## config.mk

```make
export PLATFORM = sky130hd
export DESIGN_NAME = root_mul_flat
export DESIGN_NICKNAME = d
export VERILOG_FILES = /design/src/rtl/root_mul_if.sv /design/src/rtl/root_mul.sv /design/src/flat_wrapper.sv
export SDC_FILE = /design/constraint.sdc
export NUM_CORES = 1
export LEC_CHECK = 0
export ABC_CLOCK_PERIOD_IN_PS = 8450
export CORE_UTILIZATION = 65
export CTS_BUF_LIST = sky130_fd_sc_hd__clkbuf_16
export DETAILED_ROUTE_END_ITERATION = 10
export PLACE_DENSITY = 0.82
export SETUP_SLACK_MARGIN = 0.02
export SYNTH_ARGS = -nofsm -noshare
export SYNTH_HDL_FRONTEND = slang
export SYNTH_SLANG_ARGS = --single-unit
```

## constraint.sdc

```tcl
create_clock -name clk -period 8.45 [get_ports clk]
set_input_delay 2.535 -clock clk [delete_from_list [all_inputs] [get_ports clk]]
set_output_delay 2.535 -clock clk [all_outputs]
set_load 0.02 [all_outputs]
```

## src/rtl/root_mul_if.sv

```systemverilog
`timescale 1ns/1ps
// root_mul_if: start/busy/done handshake and operand/result bus of root_mul.
// The controller drives through the master modport; root_mul uses the slave modport.
interface root_mul_if #(
    parameter int A_W = 8,
    parameter int B_W = 8
);
    localparam int RES_W = A_W + (B_W + 32'sd1) / 32'sd2;

    logic             start;
    logic             mode_i;
    logic [A_W-1:0]   a_i;
    logic [B_W-1:0]   b_i;
    logic [RES_W-1:0] result;
    logic             busy;
    logic             done;

    modport master (
        output start, mode_i, a_i, b_i,
        input  result, busy, done
    );

    modport slave (
        input  start, mode_i, a_i, b_i,
        output result, busy, done
    );
endinterface

```

## src/rtl/root_mul.sv

```systemverilog
`timescale 1ns/1ps
// root_mul: iterative result = a * floor(root(b)); cube root (mode 0) or square root (mode 1).
// The root is extracted one digit per cycle (restoring method), then multiplied
// by shift-add over the latched a, LSB first.
// Optional build macro ROOT_MUL_EARLY_EXIT_EN: the multiply phase stops as soon as
// the remaining multiplier bits are all zero (minimum one cycle); results are unchanged.
module root_mul #(
    parameter int A_W = 8,
    parameter int B_W = 8
) (
    input  logic      clk,
    input  logic      rst,
    root_mul_if.slave bus
);
    localparam int RES_W = A_W + (B_W + 32'sd1) / 32'sd2;
    localparam int CB_IT = (B_W + 32'sd2) / 32'sd3;
    localparam int SQ_IT = (B_W + 32'sd1) / 32'sd2;
    // Root width: the square root is the wider of the two roots.
    localparam int YW    = SQ_IT;
    // Trial value width: holds 3*y'*(y'+1)+1 for the widest y' without truncation.
    localparam int TW    = B_W + 32'sd2 * YW + 32'sd4;
    localparam int CW    = $clog2(SQ_IT + 32'sd1);
    localparam int KW    = $clog2(A_W + 32'sd1);

    localparam logic [CW-1:0] CB_LAST = CW'(CB_IT - 32'sd1);
    localparam logic [CW-1:0] SQ_LAST = CW'(SQ_IT - 32'sd1);
    localparam logic [CW-1:0] CNT_ONE = CW'(1'b1);
    localparam logic [KW-1:0] K_LAST  = KW'(A_W - 32'sd1);
    localparam logic [KW-1:0] K_ONE   = KW'(1'b1);
    localparam logic [TW-1:0] T_ONE   = TW'(1'b1);
    localparam logic [TW-1:0] T_THREE = TW'(2'b11);

    typedef enum logic [1:0] {
        S_IDLE = 2'd0,
        S_ROOT = 2'd1,
        S_MUL  = 2'd2
    } state_t;

    state_t           state_q, state_d;
    logic             mode_q, mode_d;
    logic [A_W-1:0]   m_q, m_d;
    logic [B_W-1:0]   x_q, x_d;
    logic [YW-1:0]    y_q, y_d;
    logic [CW-1:0]    cnt_q, cnt_d;
    logic [KW-1:0]    k_q, k_d;
    logic [RES_W-1:0] ysh_q, ysh_d;
    logic [RES_W-1:0] acc_q, acc_d;
    logic [RES_W-1:0] result_q, result_d;
    logic             busy_q, busy_d;
    logic             done_q, done_d;

    logic [TW-1:0]    y2_s;
    logic [TW-1:0]    t_cube_s;
    logic [TW-1:0]    t_sq_s;
    logic [TW-1:0]    t_s;
    logic [31:0]      cnt32_s;
    logic [31:0]      sh_s;
    logic             take_s;
    logic [RES_W-1:0] add_s;
    logic             last_mul_s;

    // Next-state logic for the IDLE -> ROOT -> MUL sequence and the datapath registers.
    always_comb begin
        state_d  = state_q;
        mode_d   = mode_q;
        m_d      = m_q;
        x_d      = x_q;
        y_d      = y_q;
        cnt_d    = cnt_q;
        k_d      = k_q;
        ysh_d    = ysh_q;
        acc_d    = acc_q;
        result_d = result_q;
        busy_d   = busy_q;
        done_d   = 1'b0;

        // Trial value for the current digit; s = 3*cnt (cube) or 2*cnt (square).
        y2_s     = TW'(y_q) << 1;
        t_cube_s = T_THREE * y2_s * (y2_s + T_ONE) + T_ONE;
        t_sq_s   = (y2_s << 1) + T_ONE;
        t_s      = mode_q ? t_sq_s : t_cube_s;
        cnt32_s  = 32'(cnt_q);
        sh_s     = mode_q ? (cnt32_s + cnt32_s) : (cnt32_s + cnt32_s + cnt32_s);
        take_s   = ((TW'(x_q) >> sh_s) >= t_s);
        add_s    = m_q[0] ? ysh_q : {RES_W{1'b0}};
`ifdef ROOT_MUL_EARLY_EXIT_EN
        last_mul_s = ((m_q >> 1) == {A_W{1'b0}}) || (k_q == K_LAST);
`else
        last_mul_s = (k_q == K_LAST);
`endif

        case (state_q)
            S_IDLE: begin
                if (bus.start) begin
                    mode_d  = bus.mode_i;
                    m_d     = bus.a_i;
                    x_d     = bus.b_i;
                    y_d     = {YW{1'b0}};
                    acc_d   = {RES_W{1'b0}};
                    k_d     = {KW{1'b0}};
                    cnt_d   = bus.mode_i ? SQ_LAST : CB_LAST;
                    busy_d  = 1'b1;
                    state_d = S_ROOT;
                end else begin
                    state_d = S_IDLE;
                end
            end
            S_ROOT: begin
                if (take_s) begin
                    x_d = x_q - B_W'(t_s << sh_s);
                end else begin
                    x_d = x_q;
                end
                // y <= 2y + digit; the root never outgrows YW bits.
                y_d = YW'({y_q, take_s});
                if (cnt_q == {CW{1'b0}}) begin
                    ysh_d   = RES_W'(y_d);
                    acc_d   = {RES_W{1'b0}};
                    k_d     = {KW{1'b0}};
                    state_d = S_MUL;
                end else begin
                    cnt_d = cnt_q - CNT_ONE;
                end
            end
            S_MUL: begin
                acc_d = acc_q + add_s;
                m_d   = m_q >> 1;
                ysh_d = ysh_q << 1;
                k_d   = k_q + K_ONE;
                if (last_mul_s) begin
                    result_d = acc_d;
                    busy_d   = 1'b0;
                    done_d   = 1'b1;
                    state_d  = S_IDLE;
                end else begin
                    state_d = S_MUL;
                end
            end
            default: begin
                busy_d  = 1'b0;
                state_d = S_IDLE;
            end
        endcase
    end

    // State and datapath registers with synchronous active-low reset.
    always_ff @(posedge clk) begin
        if (!rst) begin
            state_q  <= S_IDLE;
            mode_q   <= 1'b0;
            m_q      <= {A_W{1'b0}};
            x_q      <= {B_W{1'b0}};
            y_q      <= {YW{1'b0}};
            cnt_q    <= {CW{1'b0}};
            k_q      <= {KW{1'b0}};
            ysh_q    <= {RES_W{1'b0}};
            acc_q    <= {RES_W{1'b0}};
            result_q <= {RES_W{1'b0}};
            busy_q   <= 1'b0;
            done_q   <= 1'b0;
        end else begin
            state_q  <= state_d;
            mode_q   <= mode_d;
            m_q      <= m_d;
            x_q      <= x_d;
            y_q      <= y_d;
            cnt_q    <= cnt_d;
            k_q      <= k_d;
            ysh_q    <= ysh_d;
            acc_q    <= acc_d;
            result_q <= result_d;
            busy_q   <= busy_d;
            done_q   <= done_d;
        end
    end

    assign bus.result = result_q;
    assign bus.busy   = busy_q;
    assign bus.done   = done_q;
endmodule

```

## src/flat_wrapper.sv

```systemverilog
// flat-port wrapper written by rule: the top's interface ports become plain ports
module root_mul_flat 
#(
    parameter int A_W = 8,
    parameter int B_W = 8
)
  (clk, rst, bus_start, bus_mode_i, bus_a_i, bus_b_i, bus_result, bus_busy, bus_done);
  root_mul_if #(.A_W(A_W), .B_W(B_W)) bus_i ();
  input  logic clk;
  input  logic rst;
  input wire logic [$bits(bus_i.start)-1:0] bus_start;
  input wire logic [$bits(bus_i.mode_i)-1:0] bus_mode_i;
  input wire logic [$bits(bus_i.a_i)-1:0] bus_a_i;
  input wire logic [$bits(bus_i.b_i)-1:0] bus_b_i;
  output wire logic [$bits(bus_i.result)-1:0] bus_result;
  output wire logic [$bits(bus_i.busy)-1:0] bus_busy;
  output wire logic [$bits(bus_i.done)-1:0] bus_done;
  assign bus_i.start = bus_start;
  assign bus_i.mode_i = bus_mode_i;
  assign bus_i.a_i = bus_a_i;
  assign bus_i.b_i = bus_b_i;
  assign bus_result = bus_i.result;
  assign bus_busy = bus_i.busy;
  assign bus_done = bus_i.done;
  root_mul #(.A_W(A_W), .B_W(B_W)) u_core (.clk(clk), .rst(rst), .bus(bus_i));
endmodule
```

==> results.py, run 1 <==
metrics = {
    "synthesis": {
        "synth_area_mm2": 0.00541,
        "synth.area.mux_share": 0.0192,
        "synth-seq-cells": 68,
        "synth-adder-area-share": 0.188,
        "synth_top_area_cell": "sky130_fd_sc_hd__dfxtp_1",
        "synth.avg_cell_area_um2": 8.03,
        "synth_compound_gate_area_share": 0.230,
        "synth_simple_gate_area_share": 0.219,
        "synthesis.yosys.warnings": 0,
        "yosys-top-cells-area": "sky130_fd_sc_hd__dfxtp_1, sky130_fd_sc_hd__ha_1, sky130_fd_sc_hd__a21oi_1",
        "seq_area_frac_synth": 0.251,
        "ys.flop_type": "sky130_fd_sc_hd__dfxtp_1",
        "synth_cell_type_count": 60,
        "mappedNetlistNets": 767,
        "main_combinational_cell_family_by_area_after_synthesis": "compound AO/OA/AOI/OAI gates",
        "synth_enable_flop_cells": 0,
        "fraction_of_post_synthesis_cell_area_in_the_top_cell_type_by_area": 0.251,
        "async_reset_ff_frac": 0,
        "syn-instance-count": 674,
        "synth_xor_area_frac": 0.0305,
    },
    "placement": {
        "post-place-cells": 771,
        "dp_hpwl_mm": 9.33,
        "port_buffers": 33,
        "placement.setup.worst_slack_ns": 2.21,
        "dpl-instance-area_mm2": 0.00569,
        "gp_routability_congestion": 0.910,
    },
    "floorplan": {
        "dieArea_mm2": 0.00870,
        "fp-row-count": 32,
        "num_io_pins": 34,
        "die_w_um": 93.3,
        "floorplan.initialDensity": 0.686,
        "die_h_um": 93.3,
        "coreArea_mm2": 0.00789,
    },
    "timing": {
        "timing.slew.headroom": 0.250,
        "timing.clock.skew_ns": 0.00665,
        "fmax_mhz": 157,
        "period_share": 0.751,
        "slew_viol_final": 0,
        "tns_ns": 0,
        "timing.final.ws_setup_ns": 2.10,
        "worst-slew-pin-transition_ns": 1.12,
        "grt_setup_unrepaired": "false",
        "hold_violations": 0,
        "setup_violations": 0,
        "finalWorstPathRequiredPeriod_ns": 6.35,
    },
    "drt": {
        "first_iter_violations": 223,
        "drt_first_pass_iters": 5,
        "detail_route.wirelength_mm": 13.0,
        "drt.antenna.violating_nets": 0,
        "drcViolationCount": 0,
        "wl_per_cell_um": 16.5,
        "via_per_inst": 6.20,
        "route.vias.total": 4883,
    },
    "global_route": {
        "globalRouteOverflowTotal": 0,
        "grt_antenna_before_repair": 0,
        "global_route_wire_length_before_repair_mm": 21.8,
        "grt_max_degree": 59,
        "first_global_vias": 4750,
        "grt_use_total": 0.318,
    },
    "worst_setup_path": {
        "cp_common_cell": "sky130_fd_sc_hd__ha_1",
        "crit_type": "reg2reg",
        "r2r.worst_path.cells": 25,
        "critical_path_arrival_ns": 6.53,
        "critPathTopFamily": "adder cells",
        "crit_path_max_fanout": 14,
        "cp.required_ns": 8.63,
        "worstPathBufferInverterCount": 2,
        "endpoint_kind": "flip-flop",
        "worst_path_largest_cell_delay_ns": 0.64,
        "start_kind": "flip-flop",
        "cp_num_cells": 25,
        "critical_path.slowest_cell": "sky130_fd_sc_hd__dfxtp_1",
    },
    "clock_network": {
        "cts_sinks": 68,
        "post-cts-setup-buffers": 0,
        "cts.reportedPaths.clkPinSlew_ns": 0.06,
        "ctsHoldBuffers": 0,
        "cts_root_buf": "sky130_fd_sc_hd__clkbuf_16",
        "clock_tree_from_tritoncts": "built",
        "worstSkewPairLatency_ns": 0.33,
        "cts_htree_levels": 3,
        "postCtsResizedCells": 0,
        "cts_buffer_depth": 2,
        "cts_made_buffers": 9,
    },
    "layout": {
        "design.final.nets": 773,
        "post_route_cells_drive_above_1_share": 0.0599,
        "mostFrequentLayoutCells": "sky130_fd_sc_hd__nor2_1, sky130_fd_sc_hd__dfxtp_1, sky130_fd_sc_hd__nand2_1, sky130_fd_sc_hd__a21oi_1, sky130_fd_sc_hd__ha_1",
        "cell_area_after_layout_mm2": 0.00601,
        "fillerInstances": 592,
        "layout.area.seq_mm2": 0.00136,
        "insertedDiodeCount": 0,
        "final_cell_count_no_fill": 787,
        "area.growth.synth_to_final_pct": 11.0,
        "layout.cells.most_common": "sky130_fd_sc_hd__nor2_1",
        "multi_input_comb_area_mm2": 0.00372,
    },
    "power_and_ir_drop": {
        "vdd_ir_drop_max_uv": 142,
        "swShare": 0.378,
        "clock_power_share": 0.308,
        "ratio_of_total_power_to_cell_area_mw_per_mm2": 218,
        "power.net_switching_uw": 494,
        "internal_power_component_uw": 815,
        "power.combinational.fraction": 0.391,
        "power_leakage_nw": 2.62,
        "seqPwrFrac": 0.301,
    },
    "hold_path": {
        "min_path_cells": 2,
        "worstHoldPathType": "reg2reg",
    },
    "status": {
        "outcome": "complete, no violations",
    },
    "flow_run": {
        "cap_viol_max_count": 0,
    },
}
per-layer routing:
metal  track usage  routed length (µm)  up-vias
li1              -                   -     2398
met1         0.382                5630     2335
met2         0.564                6480      120
met3        0.0520                 565       30
met4         0.124                 327        0
met5             0                   0        -
worst paths after layout:
check / startpoint / endpoint / slack (ns)
worst max-delay path: u_core.y_q[1] / u_core.x_q[7] / 2.10
worst min register to register: u_core.bus.result[5] / u_core.bus.result[5] / 0.46
worst max register to register: u_core.y_q[1] / u_core.x_q[7] / 2.10
worst min-delay path: u_core.bus.result[5] / u_core.bus.result[5] / 0.46
Yosys cell counts (3+ instances only):
library cell / n
sky130_fd_sc_hd__buf_2: 6
sky130_fd_sc_hd__and2_1: 19
sky130_fd_sc_hd__a311oi_1: 7
sky130_fd_sc_hd__o21a_1: 7
sky130_fd_sc_hd__or2_2: 3
sky130_fd_sc_hd__dfxtp_1: 68
sky130_fd_sc_hd__a22oi_1: 20
sky130_fd_sc_hd__clkbuf_1: 27
sky130_fd_sc_hd__mux2i_1: 7
sky130_fd_sc_hd__nor3_1: 11
sky130_fd_sc_hd__nand3b_1: 3
sky130_fd_sc_hd__or4_1: 3
sky130_fd_sc_hd__nand2_1: 63
sky130_fd_sc_hd__o21ai_0: 19
sky130_fd_sc_hd__xor2_1: 8
sky130_fd_sc_hd__fa_1: 14
sky130_fd_sc_hd__and3_1: 3
sky130_fd_sc_hd__or3_1: 6
sky130_fd_sc_hd__a31oi_1: 5
sky130_fd_sc_hd__mux2_2: 3
sky130_fd_sc_hd__a211oi_1: 16
sky130_fd_sc_hd__a21o_1: 12
sky130_fd_sc_hd__xnor2_1: 9
sky130_fd_sc_hd__nand2b_1: 10
sky130_fd_sc_hd__a21oi_1: 62
sky130_fd_sc_hd__nand4_1: 4
sky130_fd_sc_hd__nor2_1: 79
sky130_fd_sc_hd__inv_1: 33
sky130_fd_sc_hd__o221a_2: 7
sky130_fd_sc_hd__nor2b_1: 18
sky130_fd_sc_hd__nand3_1: 19
sky130_fd_sc_hd__a221oi_1: 4
sky130_fd_sc_hd__o21bai_1: 4
sky130_fd_sc_hd__ha_1: 59
sky130_fd_sc_hd__buf_6: 5
tightest hold or removal path, delay by kind of cell (launching register included):
family	cells	cell delay [ns]
flops	1	0.31
simple gates	1	0.05
compound gates	1	0.05
cell type report:
type | instances | area share
repair buffers | 37 | 0.0599
clock inverters | 7 | 0.0154
inverters | 33 | 0.0206
multi-input cells | 531 | 0.619
flip-flops and latches | 68 | 0.226
well taps | 102 | 0.0212
clock buffers | 9 | 0.0375
power by group through the flow:
stage	combinational [mW]	clock [mW]	sequential (mW)
floorplan	0.426	0	0.375
global placement	0.485	0	0.397
detailed placement	0.498	0	0.399
CTS	0.506	0.401	0.392
global route	0.572	0.420	0.397
finish	0.512	0.403	0.394
sequential cells by signal, indices dropped and copies added, names as in the netlist:
register and count:
u_core.acc_q 12, u_core.bus.busy 1, u_core.bus.done 1, u_core.bus.result 12, u_core.cnt_q 3, u_core.k_q 4
u_core.m_q 8, u_core.mode_q 1, u_core.state_q 2, u_core.x_q 8, u_core.y_q 4, u_core.ysh_q 12
through the flow:
step,utilization,total power [mW],hold slack (ns)
3_3_place_gp,0.722,0.882,0.445
6_report,0.762,1.31,0.455
3_5_place_dp,0.722,0.897,0.448
2_1_floorplan,-,0.801,0.441
5_1_grt,0.762,1.39,0.479
4_1_cts,0.762,1.30,0.457
cells by family (layout without fill, tap and decap cells):
kind of cell             Yosys count  after routing
AND/OR/NAND/NOR                  247            247
adder cells (fa/ha/maj)           73             73
AO/OA/AOI/OAI                    183            183
flip-flops                        68             68
XOR/XNOR                          18             18
multiplexers                      10             10
buffers and inverters             75             86
No activity file was read; power rests on OpenSTA's default activity.
==> run 2: changes to the inputs <==
--- a/config.mk
+++ b/config.mk
@@ -5,11 +5,11 @@
 export SDC_FILE = /design/constraint.sdc
 export NUM_CORES = 1
 export LEC_CHECK = 0
-export ABC_CLOCK_PERIOD_IN_PS = 8450
-export CORE_UTILIZATION = 65
+export ABC_CLOCK_PERIOD_IN_PS = 5800
+export CORE_UTILIZATION = 55
 export CTS_BUF_LIST = sky130_fd_sc_hd__clkbuf_16
 export DETAILED_ROUTE_END_ITERATION = 10
-export PLACE_DENSITY = 0.82
+export PLACE_DENSITY = 0.74
 export SETUP_SLACK_MARGIN = 0.02
 export SYNTH_ARGS = -nofsm -noshare
 export SYNTH_HDL_FRONTEND = slang
==> constraint.sdc (replaced) <==
create_clock -name clk -period 5.8 [get_ports clk]
set_input_delay 1.74 -clock clk [delete_from_list [all_inputs] [get_ports clk]]
set_output_delay 1.74 -clock clk [all_outputs]
set_load 0.02 [all_outputs]
==> results.py, run 2 (synthesized netlist as in run 1, its figures left out) <==
metrics = {
    "clock_network": {
        "worstSkewPairLatency_ns": 0.33,
        "clock_tree_from_tritoncts": "built",
        "cts_htree_levels": 3,
        "cts_made_buffers": 9,
        "cts_buffer_depth": 2,
        "cts_root_buf": "sky130_fd_sc_hd__clkbuf_16",
        "cts.reportedPaths.clkPinSlew_ns": 0.06,
        "ctsHoldBuffers": 0,
        "cts_sinks": 68,
    },
    "placement": {
        "placement.setup.worst_slack_ns": -0.123,
        "port_buffers": 33,
        "post-place-cells": 811,
        "dp_hpwl_mm": 9.46,
        "gp_routability_congestion": 0.933,
    },
    "layout": {
        "layout.cells.most_common": "sky130_fd_sc_hd__nor2_1",
        "insertedDiodeCount": 0,
        "final_core_util": 0.677,
        "fillerInstances": 807,
        "final_cell_count_no_fill": 829,
        "post_route_cells_drive_above_1_share": 0.119,
        "design.final.nets": 789,
        "mostFrequentLayoutCells": "sky130_fd_sc_hd__nor2_1, sky130_fd_sc_hd__dfxtp_1, sky130_fd_sc_hd__nand2_1, sky130_fd_sc_hd__a21oi_1, sky130_fd_sc_hd__ha_1",
        "area.growth.synth_to_final_pct": 17.3,
    },
    "power_and_ir_drop": {
        "power.combinational.fraction": 0.424,
        "swShare": 0.376,
        "vdd_ir_drop_max_uv": 188,
        "power_leakage_nw": 2.71,
        "power.net_switching_uw": 746,
        "ratio_of_total_power_to_cell_area_mw_per_mm2": 313,
        "clock_power_share": 0.288,
        "internal_power_component_mw": 1.24,
        "seqPwrFrac": 0.287,
    },
    "global_route": {
        "globalRouteOverflowTotal": 0,
        "first_global_vias": 4718,
        "global_route_wire_length_before_repair_mm": 22.1,
        "grt_antenna_before_repair": 0,
        "grt_max_degree": 39,
        "grt_use_total": 0.271,
    },
    "drt": {
        "route.vias.total": 4920,
        "detail_route.wirelength_mm": 13.3,
        "wl_per_cell_um": 16.1,
        "via_per_inst": 5.93,
        "drt.antenna.violating_nets": 0,
        "drcViolationCount": 0,
        "first_iter_violations": 224,
        "drt_first_pass_iters": 4,
    },
    "timing": {
        "worst-slew-pin-transition_ns": 1.23,
        "hold_violations": 0,
        "timing.final.ws_setup_ns": 0.218,
        "timing.slew.headroom": 0.180,
        "timing.clock.skew_ns": 0.0112,
        "fmax_mhz": 179,
        "slew_viol_final": 0,
        "finalWorstPathRequiredPeriod_ns": 5.58,
        "setup_violations": 0,
        "period_share": 0.962,
    },
    "floorplan": {
        "die_h_um": 101,
        "num_io_pins": 34,
        "coreArea_mm2": 0.00937,
        "floorplan.initialDensity": 0.578,
        "fp-row-count": 35,
        "dieArea_mm2": 0.0102,
        "die_w_um": 101,
    },
    "worst_setup_path": {
        "worst-r2r-setup-slack_ns": 0.22,
        "crit_path_max_fanout": 4,
        "crit_type": "reg2reg",
        "critical_path_arrival_ns": 5.73,
        "endpoint_kind": "flip-flop",
        "start_kind": "flip-flop",
        "cp.required_ns": 5.95,
    },
    "status": {
        "outcome": "complete, no violations",
    },
    "flow_run": {
        "cap_viol_max_count": 0,
    },
    "hold_path": {
        "worstHoldPathType": "reg2reg",
    },
}
==> run 2: cell type report <==
type / instances / area [µm²] / area share
repair buffers: 53 / 484 / 0.0763
clock buffers: 9 / 225 / 0.0355
well taps: 129 / 161 / 0.0254
multi-input cells: 531 / 3900 / 0.615
flip-flops and latches: 68 / 1370 / 0.216
clock inverters: 6 / 81.3 / 0.0128
inverters: 33 / 124 / 0.0195
==> run 2: worst paths after layout <==
kind         cells past startpoint                 start              endpoint
min                              2  u_core.bus.result[6]  u_core.bus.result[6]
min reg2reg                      2  u_core.bus.result[6]  u_core.bus.result[6]
max                             22         u_core.y_q[1]         u_core.x_q[7]
max reg2reg                     22         u_core.y_q[1]         u_core.x_q[7]
==> run 2: worst max-delay path, cell delays in order (launching register included) <==
cell                       delay, ns
sky130_fd_sc_hd__dfxtp_4        0.37
sky130_fd_sc_hd__ha_4           0.18
sky130_fd_sc_hd__fa_2           0.45
sky130_fd_sc_hd__xnor2_4        0.19
sky130_fd_sc_hd__nand2_2        0.08
sky130_fd_sc_hd__fa_1           0.55
sky130_fd_sc_hd__fa_1           0.45
sky130_fd_sc_hd__fa_1           0.54
sky130_fd_sc_hd__inv_2          0.05
sky130_fd_sc_hd__ha_4           0.23
sky130_fd_sc_hd__xor2_2         0.16
sky130_fd_sc_hd__nor3_2         0.15
sky130_fd_sc_hd__o21bai_1       0.11
sky130_fd_sc_hd__a221oi_2       0.27
sky130_fd_sc_hd__a21oi_1        0.08
sky130_fd_sc_hd__or2_4          0.25
sky130_fd_sc_hd__ha_4           0.17
sky130_fd_sc_hd__nor3_4         0.16
sky130_fd_sc_hd__nand3_2        0.10
sky130_fd_sc_hd__and3_4         0.19
sky130_fd_sc_hd__or4_4          0.48
sky130_fd_sc_hd__nand3_2        0.10
sky130_fd_sc_hd__a311oi_2       0.12
==> run 2: stage by stage <==
stage	instance area, µm²	total power [mW]	setup TNS [ns]	hold slack [ns]
3_3_place_gp	5830	1.31	0	0.447
4_1_cts	6180	1.91	0	0.458
5_1_grt	6350	2.12	-0.0342	0.477
6_report	6350	1.98	0	0.456
2_1_floorplan	5420	1.17	0	0.441
3_5_place_dp	5830	1.33	-0.123	0.450
==> run 2: routing by layer <==
metal  track usage  up-vias  part of all wire
met5             0        -                 0
met4        0.0881        0             0.019
met3        0.0386       24             0.054
met2         0.466      137              0.49
met1         0.351     2339              0.44
li1              -     2420                 -
==> run 2: power by group through the flow <==
stage               registers [mW]  logic, mW  clock network, mW
finish                       0.571      0.842              0.573
global route                 0.577      0.940              0.600
CTS                          0.566      0.762              0.577
detailed placement           0.576      0.755                  0
global placement             0.575      0.731                  0
floorplan                    0.546      0.621                  0
==> run 2: repair_timing <==
item | in CTS | in global routing
resized for setup | 7 | 32
setup buffers | 0 | 3
pin swaps | 2 | 24
endpoints found under the setup margin | 1 | 1
==> run 3: changes to the inputs <==
--- a/config.mk
+++ b/config.mk
@@ -5,7 +5,7 @@
 export SDC_FILE = /design/constraint.sdc
 export NUM_CORES = 1
 export LEC_CHECK = 0
-export ABC_CLOCK_PERIOD_IN_PS = 5800
+export ABC_CLOCK_PERIOD_IN_PS = 5000
 export CORE_UTILIZATION = 55
 export CTS_BUF_LIST = sky130_fd_sc_hd__clkbuf_16
 export DETAILED_ROUTE_END_ITERATION = 10
==> constraint.sdc (replaced) <==
create_clock -name clk -period 5 [get_ports clk]
set_input_delay 1.5 -clock clk [delete_from_list [all_inputs] [get_ports clk]]
set_output_delay 1.5 -clock clk [all_outputs]
set_load 0.02 [all_outputs]
==> results.py, run 3 (synthesized netlist as in run 1, its figures left out) <==
metrics = {
    "layout": {
        "final_cell_count_no_fill": 849,
        "area.growth.synth_to_final_pct": 21.3,
        "post_route_cells_drive_above_1_share": 0.154,
        "layout.area.seq_mm2": 0.00137,
        "design.final.nets": 808,
        "layout.cells.most_common": "sky130_fd_sc_hd__nor2_1",
        "mostFrequentLayoutCells": "sky130_fd_sc_hd__nor2_1, sky130_fd_sc_hd__dfxtp_1, sky130_fd_sc_hd__nand2_1, sky130_fd_sc_hd__a21oi_1, sky130_fd_sc_hd__ha_1",
        "fillerInstances": 794,
        "multi_input_comb_area_mm2": 0.00395,
        "insertedDiodeCount": 0,
    },
    "global_route": {
        "grt_use_total": 0.282,
        "global_route_wire_length_before_repair_mm": 23.0,
        "grt_max_degree": 58,
        "first_global_vias": 4869,
        "globalRouteOverflowTotal": 0,
        "grt_antenna_before_repair": 0,
    },
    "clock_network": {
        "cts_sinks": 68,
        "ctsHoldBuffers": 0,
        "worstSkewPairLatency_ns": 0.33,
        "cts_made_buffers": 9,
        "cts_htree_levels": 3,
        "clock_tree_from_tritoncts": "built",
        "cts_root_buf": "sky130_fd_sc_hd__clkbuf_16",
        "cts_buffer_depth": 2,
        "cts.reportedPaths.clkPinSlew_ns": 0.06,
    },
    "worst_setup_path": {
        "r2r.worst_path.cells": 22,
        "crit_path_max_fanout": 4,
        "critical_path.slowest_cell": "sky130_fd_sc_hd__fa_1",
        "timing.rr.end": "u_core.x_q[7]",
        "worstSetupStartpoint": "u_core.y_q[1]",
        "timing.critical_path.to": "u_core.x_q[7]",
        "crit-reg2reg-launch": "u_core.y_q[1]",
        "worst-r2r-setup-slack_ns": -0.33,
        "worst_path_largest_cell_delay_ns": 0.53,
        "cp_num_cells": 22,
        "worstPathCellList": "ha_4, fa_2, xnor2_2, nand2_1, fa_1, fa_1, fa_1, inv_2, ha_4, xor2_2, nor3_1, o21bai_1, a221oi_1, a21oi_1, or2_4, ha_4, nor3_2, nand3_1, and3_4, or4_1, nand3_1, a311oi_1",
        "critical_path_arrival_ns": 5.52,
        "crit_type": "reg2reg",
        "critPathTopFamily": "adder cells",
        "endpoint_kind": "flip-flop",
        "cp.required_ns": 5.19,
        "start_kind": "flip-flop",
        "worstPathBufferInverterCount": 1,
    },
    "placement": {
        "port_buffers": 33,
        "placement.setup.worst_slack_ns": -0.379,
        "gp_routability_congestion": 0.916,
        "post-place-cells": 827,
        "dp_hpwl_mm": 9.93,
    },
    "power_and_ir_drop": {
        "report.power.total_mw": 2.42,
        "power_leakage_nw": 2.82,
        "vdd_ir_drop_max_uv": 203,
        "ratio_of_total_power_to_cell_area_mw_per_mm2": 369,
    },
    "timing": {
        "period_share": 1.07,
        "timing.slew.headroom": 0.281,
        "timing.final.ws_setup_ns": -0.332,
        "hold_violations": 0,
        "grt_setup_unrepaired": "true",
        "timing.clock.skew_ns": 0.00736,
        "slew_viol_final": 0,
        "finalWorstPathRequiredPeriod_ns": 5.33,
        "hold-worst-slack_ns": 0.452,
        "worst-slew-pin-transition_ns": 1.07,
        "fmax_mhz": 188,
        "setup_violations": 8,
    },
    "floorplan": {
        "floorplan.initialDensity": 0.578,
        "fp-row-count": 35,
        "coreArea_mm2": 0.00937,
        "num_io_pins": 34,
        "die_h_um": 101,
        "dieArea_mm2": 0.0102,
        "die_w_um": 101,
    },
    "status": {
        "violations_in_the_final_reports": "negative setup slack",
        "outcome": "finished with violations",
    },
    "hold_path": {
        "worstHoldPathType": "reg2reg",
    },
    "drt": {
        "drt_first_pass_iters": 5,
        "first_iter_violations": 213,
        "route.vias.total": 5020,
        "via_per_inst": 5.91,
        "drcViolationCount": 0,
        "drt.antenna.violating_nets": 0,
        "detail_route.wirelength_mm": 13.7,
        "wl_per_cell_um": 16.2,
    },
    "flow_run": {
        "cap_viol_max_count": 0,
    },
}
[run 3: layer usage]
metal  vias to the layer above  track usage  wire (µm)
met5                         -            0          0
met4                         0       0.0914        283
met3                        27       0.0359        527
met2                       118        0.488       6920
met1                      2417        0.367       6010
li1                       2458            -          -
[run 3: where the power goes]
group	switching [mW]	internal, mW	total, mW
clock	0.247	0.415	0.662
sequential	0.0778	0.587	0.664
combinational	0.607	0.486	1.09
[run 3: worst register-to-register path: stages, from the launching register on]
cell and delay [ns]:
sky130_fd_sc_hd__dfxtp_4 0.37, sky130_fd_sc_hd__ha_4 0.18, sky130_fd_sc_hd__fa_2 0.42, sky130_fd_sc_hd__xnor2_2 0.24, sky130_fd_sc_hd__nand2_1 0.11, sky130_fd_sc_hd__fa_1 0.50
sky130_fd_sc_hd__fa_1 0.44, sky130_fd_sc_hd__fa_1 0.53, sky130_fd_sc_hd__inv_2 0.04, sky130_fd_sc_hd__ha_4 0.22, sky130_fd_sc_hd__xor2_2 0.15, sky130_fd_sc_hd__nor3_1 0.13
sky130_fd_sc_hd__o21bai_1 0.09, sky130_fd_sc_hd__a221oi_1 0.28, sky130_fd_sc_hd__a21oi_1 0.08, sky130_fd_sc_hd__or2_4 0.25, sky130_fd_sc_hd__ha_4 0.16, sky130_fd_sc_hd__nor3_2 0.11
sky130_fd_sc_hd__nand3_1 0.13, sky130_fd_sc_hd__and3_4 0.21, sky130_fd_sc_hd__or4_1 0.40, sky130_fd_sc_hd__nand3_1 0.09, sky130_fd_sc_hd__a311oi_1 0.09
[run 3: final cells by class]
cell class / count / area share
Timing Repair Buffer: 72 / 0.0985
Clock inverter: 6 / 0.00915
Multi-Input combinational cell: 531 / 0.602
Sequential cell: 68 / 0.208
Tap cell: 129 / 0.0246
Clock buffer: 10 / 0.0381
Inverter: 33 / 0.0192
[run 3: timing repair]
action	CTS	global route
buffers inserted	2	4
resized for setup	17	17
setup endpoints to repair	8	10
pin swaps	26	21
[run 3: through the flow]
| stage | instance area [µm²] | util | TNS, ns |
|---|---|---|---|
| finish | 6570 | 0.701 | -2.01 |
| CTS | 6440 | 0.688 | -1.63 |
| floorplan | 5510 | - | -0.182 |
| global placement | 6040 | 0.645 | -0.577 |
| detailed placement | 6040 | 0.645 | -1.23 |
| global route | 6570 | 0.701 | -3.82 |
[run 3: how the worst min path moves through the flow]
stage | slack [ns] | startpoint | cells past startpoint | end
final | 0.45 | u_core.bus.result[4] | 2 | u_core.bus.result[4]
after global routing | 0.48 | u_core.ysh_q[8] | 2 | u_core.ysh_q[9]
after CTS | 0.46 | u_core.bus.result[4] | 2 | u_core.bus.result[4]
after detailed placement | 0.45 | u_core.bus.result[4] | 2 | u_core.bus.result[4]
after global placement | 0.45 | u_core.bus.result[5] | 2 | u_core.bus.result[5]
after floorplan | 0.44 | u_core.ysh_q[9] | 2 | u_core.ysh_q[10]
